[src/rtl/nibble_pkg.sv]
// Shared definitions for the serial nibble adder: FSM encoding, slice width
// and the nibble-counter width helper.
package nibble_pkg;

   typedef enum logic [1:0] {
      IDLE = 2'd0,
      BUSY = 2'd1,
      DONE = 2'd2
   } state_t;

   localparam int NIBBLE_W = 4;

   // Smallest w with 2**w >= nibbles; nibbles is at least 2, so w >= 1.
   function automatic int cnt_width(input int nibbles);
      int w;
      w = 0;
      for (int i = 0; i < 31; i++) begin
         if ((1 << i) < nibbles) w = i + 1;
      end
      return w;
   endfunction

endpackage

[src/rtl/adder_4bit.sv]
// Combinational 4-bit ripple-carry adder built from four full-adder cells.
module adder_4bit (
   input  logic [3:0] i_a,
   input  logic [3:0] i_b,
   input  logic       i_cin,
   output logic [3:0] o_sum,
   output logic       o_cout
);

   logic [4:0] w_c;

   assign w_c[0] = i_cin;

   for (genvar g = 0; g < 4; g++) begin : g_fa
      assign o_sum[g]  = i_a[g] ^ i_b[g] ^ w_c[g];
      assign w_c[g+1]  = (i_a[g] & i_b[g]) | (w_c[g] & (i_a[g] ^ i_b[g]));
   end

   assign o_cout = w_c[4];

endmodule

[src/rtl/serial_nibble_adder.sv]
// Wide adder that reuses one 4-bit ripple slice, one nibble per clock,
// least-significant nibble first, with valid/ready on both sides.
module serial_nibble_adder
   import nibble_pkg::*;
#(
   parameter int NIBBLES = 4
) (
   input  logic                       clk,
   input  logic                       rst_n,
   input  logic                       in_valid,
   output logic                       in_ready,
   input  logic [NIBBLE_W*NIBBLES-1:0] in_a,
   input  logic [NIBBLE_W*NIBBLES-1:0] in_b,
   input  logic                       in_cin,
   output logic                       out_valid,
   input  logic                       out_ready,
   output logic [NIBBLE_W*NIBBLES-1:0] out_sum,
   output logic                       out_cout,
   output logic                       out_ovf,
   output logic [1:0]                 o_dbg_state
);

   // Handshake rule on both ports: a transfer happens on a rising edge where
   // valid and ready are both high; neither side depends combinationally on
   // the other, and the producer holds its data stable until the transfer.

   localparam int W  = NIBBLE_W * NIBBLES;
   localparam int CW = cnt_width(NIBBLES);

   state_t          r_state;
   state_t          w_state_nxt;
   logic [W-1:0]    r_a;
   logic [W-1:0]    r_b;
   logic [W-1:0]    r_sum;
   logic            r_carry;
   logic            r_cout;
   logic            r_ovf;
   logic [CW-1:0]   r_cnt;

   logic [CW+1:0]   w_base;
   logic [3:0]      w_nib_a;
   logic [3:0]      w_nib_b;
   logic [3:0]      w_nib_sum;
   logic            w_nib_cout;
   logic            w_last;

   assign w_base  = {r_cnt, 2'b00};
   assign w_nib_a = r_a[w_base +: NIBBLE_W];
   assign w_nib_b = r_b[w_base +: NIBBLE_W];
   assign w_last  = (r_cnt == CW'(NIBBLES - 1));

   adder_4bit u_adder (
      .i_a    (w_nib_a),
      .i_b    (w_nib_b),
      .i_cin  (r_carry),
      .o_sum  (w_nib_sum),
      .o_cout (w_nib_cout)
   );

   always_ff @(posedge clk or negedge rst_n) begin
      if (!rst_n) r_state <= IDLE;
      else        r_state <= w_state_nxt;
   end

   always_comb begin
      w_state_nxt = r_state;
      case (r_state)
         IDLE:    if (in_valid)  w_state_nxt = BUSY;
         BUSY:    if (w_last)    w_state_nxt = DONE;
         DONE:    if (out_ready) w_state_nxt = IDLE;
         default:                w_state_nxt = IDLE;
      endcase
   end

   always_ff @(posedge clk or negedge rst_n) begin
      if (!rst_n) begin
         r_a     <= '0;
         r_b     <= '0;
         r_sum   <= '0;
         r_carry <= 1'b0;
         r_cout  <= 1'b0;
         r_ovf   <= 1'b0;
         r_cnt   <= '0;
      end else begin
         case (r_state)
            IDLE: begin
               if (in_valid) begin
                  r_a     <= in_a;
                  r_b     <= in_b;
                  r_carry <= in_cin;
                  r_cnt   <= '0;
               end
            end
            BUSY: begin
               r_sum[w_base +: NIBBLE_W] <= w_nib_sum;
               r_carry                   <= w_nib_cout;
               r_cnt                     <= r_cnt + CW'(1);
               // Top slice: its sum MSB is the result sign bit.
               if (w_last) begin
                  r_cout <= w_nib_cout;
                  r_ovf  <= (r_a[W-1] == r_b[W-1]) && (w_nib_sum[3] != r_a[W-1]);
               end
            end
            default: ;
         endcase
      end
   end

   assign in_ready    = (r_state == IDLE);
   assign out_valid   = (r_state == DONE);
   assign out_sum     = r_sum;
   assign out_cout    = r_cout;
   assign out_ovf     = r_ovf;
   assign o_dbg_state = r_state;

endmodule

[config.mk]
export PLATFORM = sky130hd
export DESIGN_NAME = serial_nibble_adder
export DESIGN_NICKNAME = d
export VERILOG_FILES = /design/src/rtl/nibble_pkg.sv /design/src/rtl/adder_4bit.sv /design/src/rtl/serial_nibble_adder.sv
export SDC_FILE = /design/constraint.sdc
export NUM_CORES = 1
export LEC_CHECK = 0
export ABC_CLOCK_PERIOD_IN_PS = 8620
export BUFFER_PORTS_ARGS = -buffer_cell sky130_fd_sc_hd__buf_2
export CORE_MARGIN = 3
export CORE_UTILIZATION = 45
export CTS_CLUSTER_SIZE = 8
export DETAILED_ROUTE_END_ITERATION = 10
export HOLD_SLACK_MARGIN = 0.1
export PLACE_DENSITY = 0.75
export REMOVE_ABC_BUFFERS = 1
export SYNTH_ARGS = -nofsm -noshare
export SYNTH_HDL_FRONTEND = slang
export SYNTH_HIERARCHICAL = 1
export SYNTH_SLANG_ARGS = --single-unit
[constraint.sdc]
create_clock -name clk -period 8.62 [get_ports clk]
set_input_delay 0 -clock clk [delete_from_list [all_inputs] [get_ports clk]]
set_output_delay 0 -clock clk [all_outputs]
set_load 0.01 [all_outputs]
==> results of run 1 <==
-- power breakdown --
group,total (uW),internal [uW],leakage [uW],switching (uW)
sequential,483,376,0.000684,106
combinational,671,358,0.000950,313
clock,173,88.1,0.0000587,85.0
-- final cells by class --
cell class	instances	area [um2]	area share [%]
multi-input cells	98	1190	34.3
inverters	14	52.6	1.51
repair buffers	95	658	18.9
well taps	72	90.1	2.58
flip-flops and latches	55	1380	39.5
clock inverters	3	47.5	1.36
clock buffers	5	68.8	1.97
-- placed cells by master, fill, tap and decap left out, drive strengths merged --
cell type | netlist | final
bufinv | 0 | 1
nand2 | 2 | 2
a31oi | 1 | 1
buf | 6 | 59
a22oi | 1 | 1
and2 | 1 | 1
mux2i | 1 | 1
nor2b | 1 | 1
a22o | 16 | 16
nor4 | 2 | 2
and3b | 1 | 1
clkinv | 0 | 1
a21oi | 1 | 1
nor2 | 6 | 6
o21ai | 3 | 3
dfrtp | 55 | 55
nand2b | 1 | 1
nand3b | 5 | 5
dlygate4sd3 | 0 | 36
fa | 4 | 4
clkbuf | 1 | 5
o31ai | 2 | 2
and2b | 1 | 1
ha | 5 | 5
mux4 | 8 | 8
mux2 | 34 | 34
inv | 14 | 15
nor4b | 2 | 2
-- sequential cells by signal, indices dropped and copies added (netlist names) --
| signal | flops |
|---|---|
| o_dbg_state | 2 |
| out_cout | 1 |
| out_ovf | 1 |
| out_sum | 16 |
| r_a | 16 |
| r_b | 16 |
| r_carry | 1 |
| r_cnt | 2 |
-- logic make-up (layout without fill, tap and decap cells) --
| kind of cell | Yosys count | count (layout) | synth area share [%] |
|---|---|---|---|
| simple gates | 22 | 22 | 6.50 |
| mux | 43 | 43 | 25.3 |
| compound gates | 24 | 24 | 6.96 |
| buf+inv | 21 | 117 | 5.26 |
| fa+ha+maj | 9 | 9 | 5.26 |
| flops | 55 | 55 | 50.7 |
-- worst reg2reg max path: stages (launching register included) --
cell and delay, ns:
dfrtp_1 0.90, mux4_2 0.62, fa_1 0.42, inv_1 0.07
fa_1 0.16, inv_1 0.05, fa_1 0.35, inv_1 0.08
fa_1 0.40, inv_1 0.17, and3b_1 0.20, a21oi_1 0.10
o21ai_0 0.10
-- through the flow --
stage	power, uW	setup WS (ns)	utilization, %
global route	1440	4.61	61.5
CTS	1340	4.83	61.5
detailed placement	1150	4.83	53.1
floorplan	968	5.18	-
finish	1330	4.88	61.5
global placement	1120	4.99	53.1
-- per-layer routing --
layer / vias to the layer above / routed length (um)
met5: - / 0
met4: 0 / 93
met3: 11 / 253
met2: 49 / 2540
met1: 872 / 2410
li1: 822 / -
-- final timing paths --
check                                             end  slack, ns  depth (start not counted)
max                               out_ovf$_DFFE_PN0P_       4.88                         12
min                           out_sum[15]$_DFFE_PN0P_       0.34                          3
max reg2reg                       out_ovf$_DFFE_PN0P_       4.88                         12
min reg2reg                   out_sum[12]$_DFFE_PN0P_       0.50                          2
max in group asynchronous          r_b[2]$_DFFE_PN0P_       7.82                          3
min in group clk           o_dbg_state[1]$_DFFE_PN0P_       0.40                          3
==> flow_summary.toml, run 1 <==
[clocking]
htree_levels = 2
clk_latency_ns = 0.31
clockBufferDepth = 2
cts_tree = "yes"
cts.reportedPaths.clkPinSlew_ns = 0.11
clock-sinks = 55
post_cts.repair.setup_buffers = 0
cts.hold.buffers_added = 36
cts-buffers-inserted = 5
ctsResizeCount = 0
clock_tree.root_cell = "clkbuf_8"

[logic_synthesis]
synth_edf_count = 0
post_synth_instance_area_um2 = 2710
synth_top_cell_by_area = "dfrtp_1"
ys_seq_area_share_pct = 50.7
synth_cell_type_count = 32
postSynth.asyncResetShare_pct = 100
synth_top_cells_by_count = "dfrtp_1 (55), mux2_4 (30), a22o_1 (16)"
post-synth-top-count-cell = "dfrtp_1"
yosys_register_bits = 55
synthesis.area_per_instance_um2 = 15.6
syn_inst = 174
synth_top_cell_area_share_pct = 50.7
synthTopCellsByArea = "dfrtp_1 (51%), mux2_4 (17%), mux4_2 (6.6%), a22o_1 (5.2%), fa_1 (3.0%)"
flip_flop_cell_with_the_highest_count_after_synthesis = "dfrtp_1"
yosysWarningCount = 6

[global_routing]
globalRouteOverflowTotal = 0
global_route.usage.met3_pct = 3.85
grt-busiest-layer = "met2"
antenna_violations_before_repair = 0
grt_start_max_net_pins = 56
grt_use_met1_pct = 21.7
grt.met2_usage_pct = 26.2
number_of_global_route_vias_before_repair = 1935
grtUsageTotal_pct = 16.4
first_pass_grt_wire_length_um = 9350

[timing]
hold_viol = 0
finalClockSkew_ns = 0.0123
maxSlewHeadroom_pct = 30.7
setup_viol_count_final = 0
final_min_period_over_clock_period_pct = 43.4
setup_repair_after_global_routing_missed_its_margin = "false"
final_period_minus_worst_setup_slack_ns = 3.74
worst_slew_pin_slew_ns = 1.04
tns_ns = 0
max_freq_ghz = 0.267
hold_slack_ns = 0.338
final_max_slew_viol_count = 0

[setup_path]
cp_slowest_stage_delay_ns = 0.90
crit_chain = "mux4_2 > fa_1 > inv_1 > fa_1 > inv_1 > fa_1 > inv_1 > fa_1 > inv_1 > and3b_1 > a21oi_1 > o21ai_0"
data_required_critical_path_ns = 8.81
worstSetupStartpointType = "flop"
worstSetupStartpoint = "r_cnt[0]$_DFFE_PN0P_"
worst_path_dominant_cell_family = "adder cells"
crit-reg2reg-launch = "r_cnt[0]$_DFFE_PN0P_"
critPathArrivalTime_ns = 3.93
worstPathMaxFanout = 15
cp_slowest_cell = "dfrtp_1"
category_of_the_critical_setup_timing_path = "reg -> reg"
worstPathBufferInverterCount = 4
worstSetupEndpointType = "flop"

[cells_and_area]
fillCellCount = 437
insertedDiodeCount = 0
finalNetCount = 315
drive_above_1_share_pct = 43.0
final_design_area_no_fill_um2 = 3490
layout-area-overhead-vs-synth_pct = 28.6
final_non_filler_cells = 342

[outcome]
run_status = "complete, no violations"

[route]
routed_wl_um = 5300
post_drt_via_cell_ratio = 5.13
vias = 1754
first_pass_iters = 2
avgRoutedWirePerCell_um = 15.5
detailedRoute.firstIterationViolations = 87
detail_route.drc_violations = 0
route.antenna.remaining_nets = 0

[die]
fp-row-count = 27
die_h_um = 83.6
die_area_um2 = 7000
top_level_ports = 59
die_x_um = 83.6
start_util_pct = 47.8
placeableCoreArea_um2 = 5680

[placed_design]
detailed_place_hpwl_um = 3720
place_inst = 298
placement.cell_area_um2 = 3010
io_buffers = 58
final_wtd_congestion = 0.760

[power_and_ir_drop]
vdd_ir_drop_max_v = 0.000201
total_power_divided_by_cell_area_nw_per_um2 = 380
power.leakage_uw = 0.00169

[run]
max_cap_viol_count = 0

[min_path]
worst_hold_path_type = "in -> async"
Power figures use the tool's default switching activity.
==> inputs of run 2 (changes only) <==
--- a/config.mk
+++ b/config.mk
@@ -5,7 +5,8 @@
 export SDC_FILE = /design/constraint.sdc
 export NUM_CORES = 1
 export LEC_CHECK = 0
-export ABC_CLOCK_PERIOD_IN_PS = 8620
+export ABC_AREA = 1
+export ABC_CLOCK_PERIOD_IN_PS = 3600
 export BUFFER_PORTS_ARGS = -buffer_cell sky130_fd_sc_hd__buf_2
 export CORE_MARGIN = 3
 export CORE_UTILIZATION = 45
==> constraint.sdc (replaced) <==
create_clock -name clk -period 3.6 [get_ports clk]
set_input_delay 0 -clock clk [delete_from_list [all_inputs] [get_ports clk]]
set_output_delay 0 -clock clk [all_outputs]
set_load 0.01 [all_outputs]
==> flow_summary.toml, run 2 <==
[die]
start_util_pct = 46.8
die_area_um2 = 7180
fp-row-count = 28
die_h_um = 84.7
top_level_ports = 59
die_x_um = 84.7
placeableCoreArea_um2 = 5960

[route]
vias = 2455
avgRoutedWirePerCell_um = 11.7
detail_route.drc_violations = 0
post_drt_via_cell_ratio = 4.85
first_pass_iters = 4
detailedRoute.firstIterationViolations = 122
routed_wl_um = 5930
route.antenna.remaining_nets = 0

[clocking]
post_cts.repair.setup_buffers = 0
cts.hold.buffers_added = 35
clk_latency_ns = 0.31
clock-sinks = 55
ctsResizeCount = 0
cts.reportedPaths.clkPinSlew_ns = 0.09
cts_tree = "yes"
htree_levels = 2
clockBufferDepth = 2
clock_tree.root_cell = "clkbuf_8"
cts-buffers-inserted = 5

[logic_synthesis]
postSynth.asyncResetShare_pct = 100
syn_inst = 344
yosysWarningCount = 6
synth_edf_count = 0
synth_top_cell_area_share_pct = 49.3
synthesis.area_per_instance_um2 = 8.11
ys_seq_area_share_pct = 49.3
synth_top_cells_by_count = "nand2_1 (134), dfrtp_1 (55), nand3_1 (34)"
synthTopCellsByArea = "dfrtp_1 (49%), nand2_1 (18%), nand3_1 (6.1%), inv_1 (3.9%), nor2_1 (3.4%)"
yosys_register_bits = 55
post-synth-top-count-cell = "nand2_1"
post_synth_instance_area_um2 = 2790
synth_top_cell_by_area = "dfrtp_1"
synth_cell_type_count = 23
flip_flop_cell_with_the_highest_count_after_synthesis = "dfrtp_1"

[power_and_ir_drop]
vdd_ir_drop_max_v = 0.000385
total_power_divided_by_cell_area_nw_per_um2 = 868
power.leakage_uw = 0.00198

[cells_and_area]
drive_above_1_share_pct = 17.9
layout-area-overhead-vs-synth_pct = 27.1
final_common_cell = "nand2_1"
final_design_area_no_fill_um2 = 3540
commonest_non_fill_non_tap_cells_in_the_layout = "nand2_1 (134), buf_2 (58), dfrtp_1 (55)"
finalNetCount = 477
insertedDiodeCount = 0

[placed_design]
detailed_place_hpwl_um = 4200
placement.cell_area_um2 = 3090
io_buffers = 58
final_wtd_congestion = 0.885

[timing]
worst_slew_pin_slew_ns = 0.676
max_freq_ghz = 0.315
hold_viol = 0
setup_viol_count_final = 0
setup_repair_after_global_routing_missed_its_margin = "false"
finalClockSkew_ns = 0.00569
final_period_minus_worst_setup_slack_ns = 3.18
tns_ns = 0
final_max_slew_viol_count = 0
final_min_period_over_clock_period_pct = 88.3
maxSlewHeadroom_pct = 54.9

[setup_path]
worstSetupEndpointType = "flop"
category_of_the_critical_setup_timing_path = "reg -> reg"
worstPathMaxFanout = 15
data_required_critical_path_ns = 3.85
critPathArrivalTime_ns = 3.43
worstSetupStartpointType = "flop"

[run]
max_cap_viol_count = 0

[global_routing]
globalRouteOverflowTotal = 0
grtUsageTotal_pct = 18.3
antenna_violations_before_repair = 0
grt_start_max_net_pins = 56
number_of_global_route_vias_before_repair = 2493
first_pass_grt_wire_length_um = 10600

[outcome]
run_status = "complete, no violations"

[min_path]
worst_hold_path_type = "in -> reg"
-- run 2: cell types whose count changed in the layout (fill, tap and decap cells not counted), moves of 8 or more --
cell	previous run	this run
nand2_1	2	134
nand3_1	0	34
mux2_4	30	0
nor2_1	5	25
a22o_1	16	0
inv_1	14	29
o21ai_0	3	12
mux4_2	8	0
o211ai_1	0	8
o21a_1	0	8
-- run 2: worst paths after layout --
| check | slack [ns] | end | startpoint | depth (start not counted) |
|---|---|---|---|---|
| worst max-delay path | 0.42 | out_sum[15]$_DFFE_PN0P_ | r_cnt[0]$_DFFE_PN0P_ | 17 |
| worst min-delay path | 0.20 | r_b[3]$_DFFE_PN0P_ | in_valid | 3 |
| worst max register to register | 0.42 | out_sum[15]$_DFFE_PN0P_ | r_cnt[0]$_DFFE_PN0P_ | 17 |
| worst min register to register | 0.48 | r_a[1]$_DFFE_PN0P_ | r_a[1]$_DFFE_PN0P_ | 2 |
| max in group asynchronous | 2.81 | out_sum[1]$_DFFE_PN0P_ | rst_n | 3 |
| min in group asynchronous | 0.34 | out_sum[10]$_DFFE_PN0P_ | rst_n | 3 |
-- run 2: area by class of cell --
type | count | area [um2]
flip-flops and latches | 55 | 1380
fillers | 567 | 2410
clock inverters | 1 | 30.0
repair buffers | 97 | 671
clock buffers | 6 | 72.6
inverters | 32 | 120
well taps | 75 | 93.8
multi-input cells | 240 | 1180
-- run 2: metrics by stage --
stage	std cells	util (%)	total power, uW	hold WS, ns	worst slack [ns]
after floorplan	327	-	2200	-0.296	0.476
after global placement	464	51.9	2630	0.170	0.568
after detailed placement	464	51.9	2680	0.169	0.513
after CTS	506	59.5	3110	0.187	0.413
after global routing	506	59.5	3430	0.206	0.0400
final	506	59.5	3080	0.201	0.422
-- run 2: kinds of logic after synthesis --
logic type / synth area share, %
AOI/OAI and AO/OA: 6.73
adders and majority gates: 5.11
buffers and inverters: 8.30
DFF: 49.3
and+or+nand+nor: 30.5
-- run 2: metal layers --
metal	vias up	wire length, um	global-route usage [%]
met5	-	0	0
met4	0	175	6.62
met3	17	303	4.22
met2	61	2910	32.4
met1	1133	2540	21.8
li1	1244	-	-
-- run 2: critical path, cell delays in order (launching register included) --
cell	delay, ns
dfrtp_1	0.50
inv_2	0.18
nor2_1	0.16
nor2_1	0.05
o21ai_0	0.09
nand2_1	0.11
fa_1	0.39
inv_1	0.07
fa_1	0.15
inv_1	0.05
fa_1	0.34
inv_1	0.07
fa_1	0.40
inv_1	0.10
inv_1	0.08
nor3_1	0.25
nand2_1	0.08
nand2_1	0.06
-- run 2: where the power goes --
group	switching, uW	internal (uW)
clock network	189	204
registers	178	885
logic	1030	590
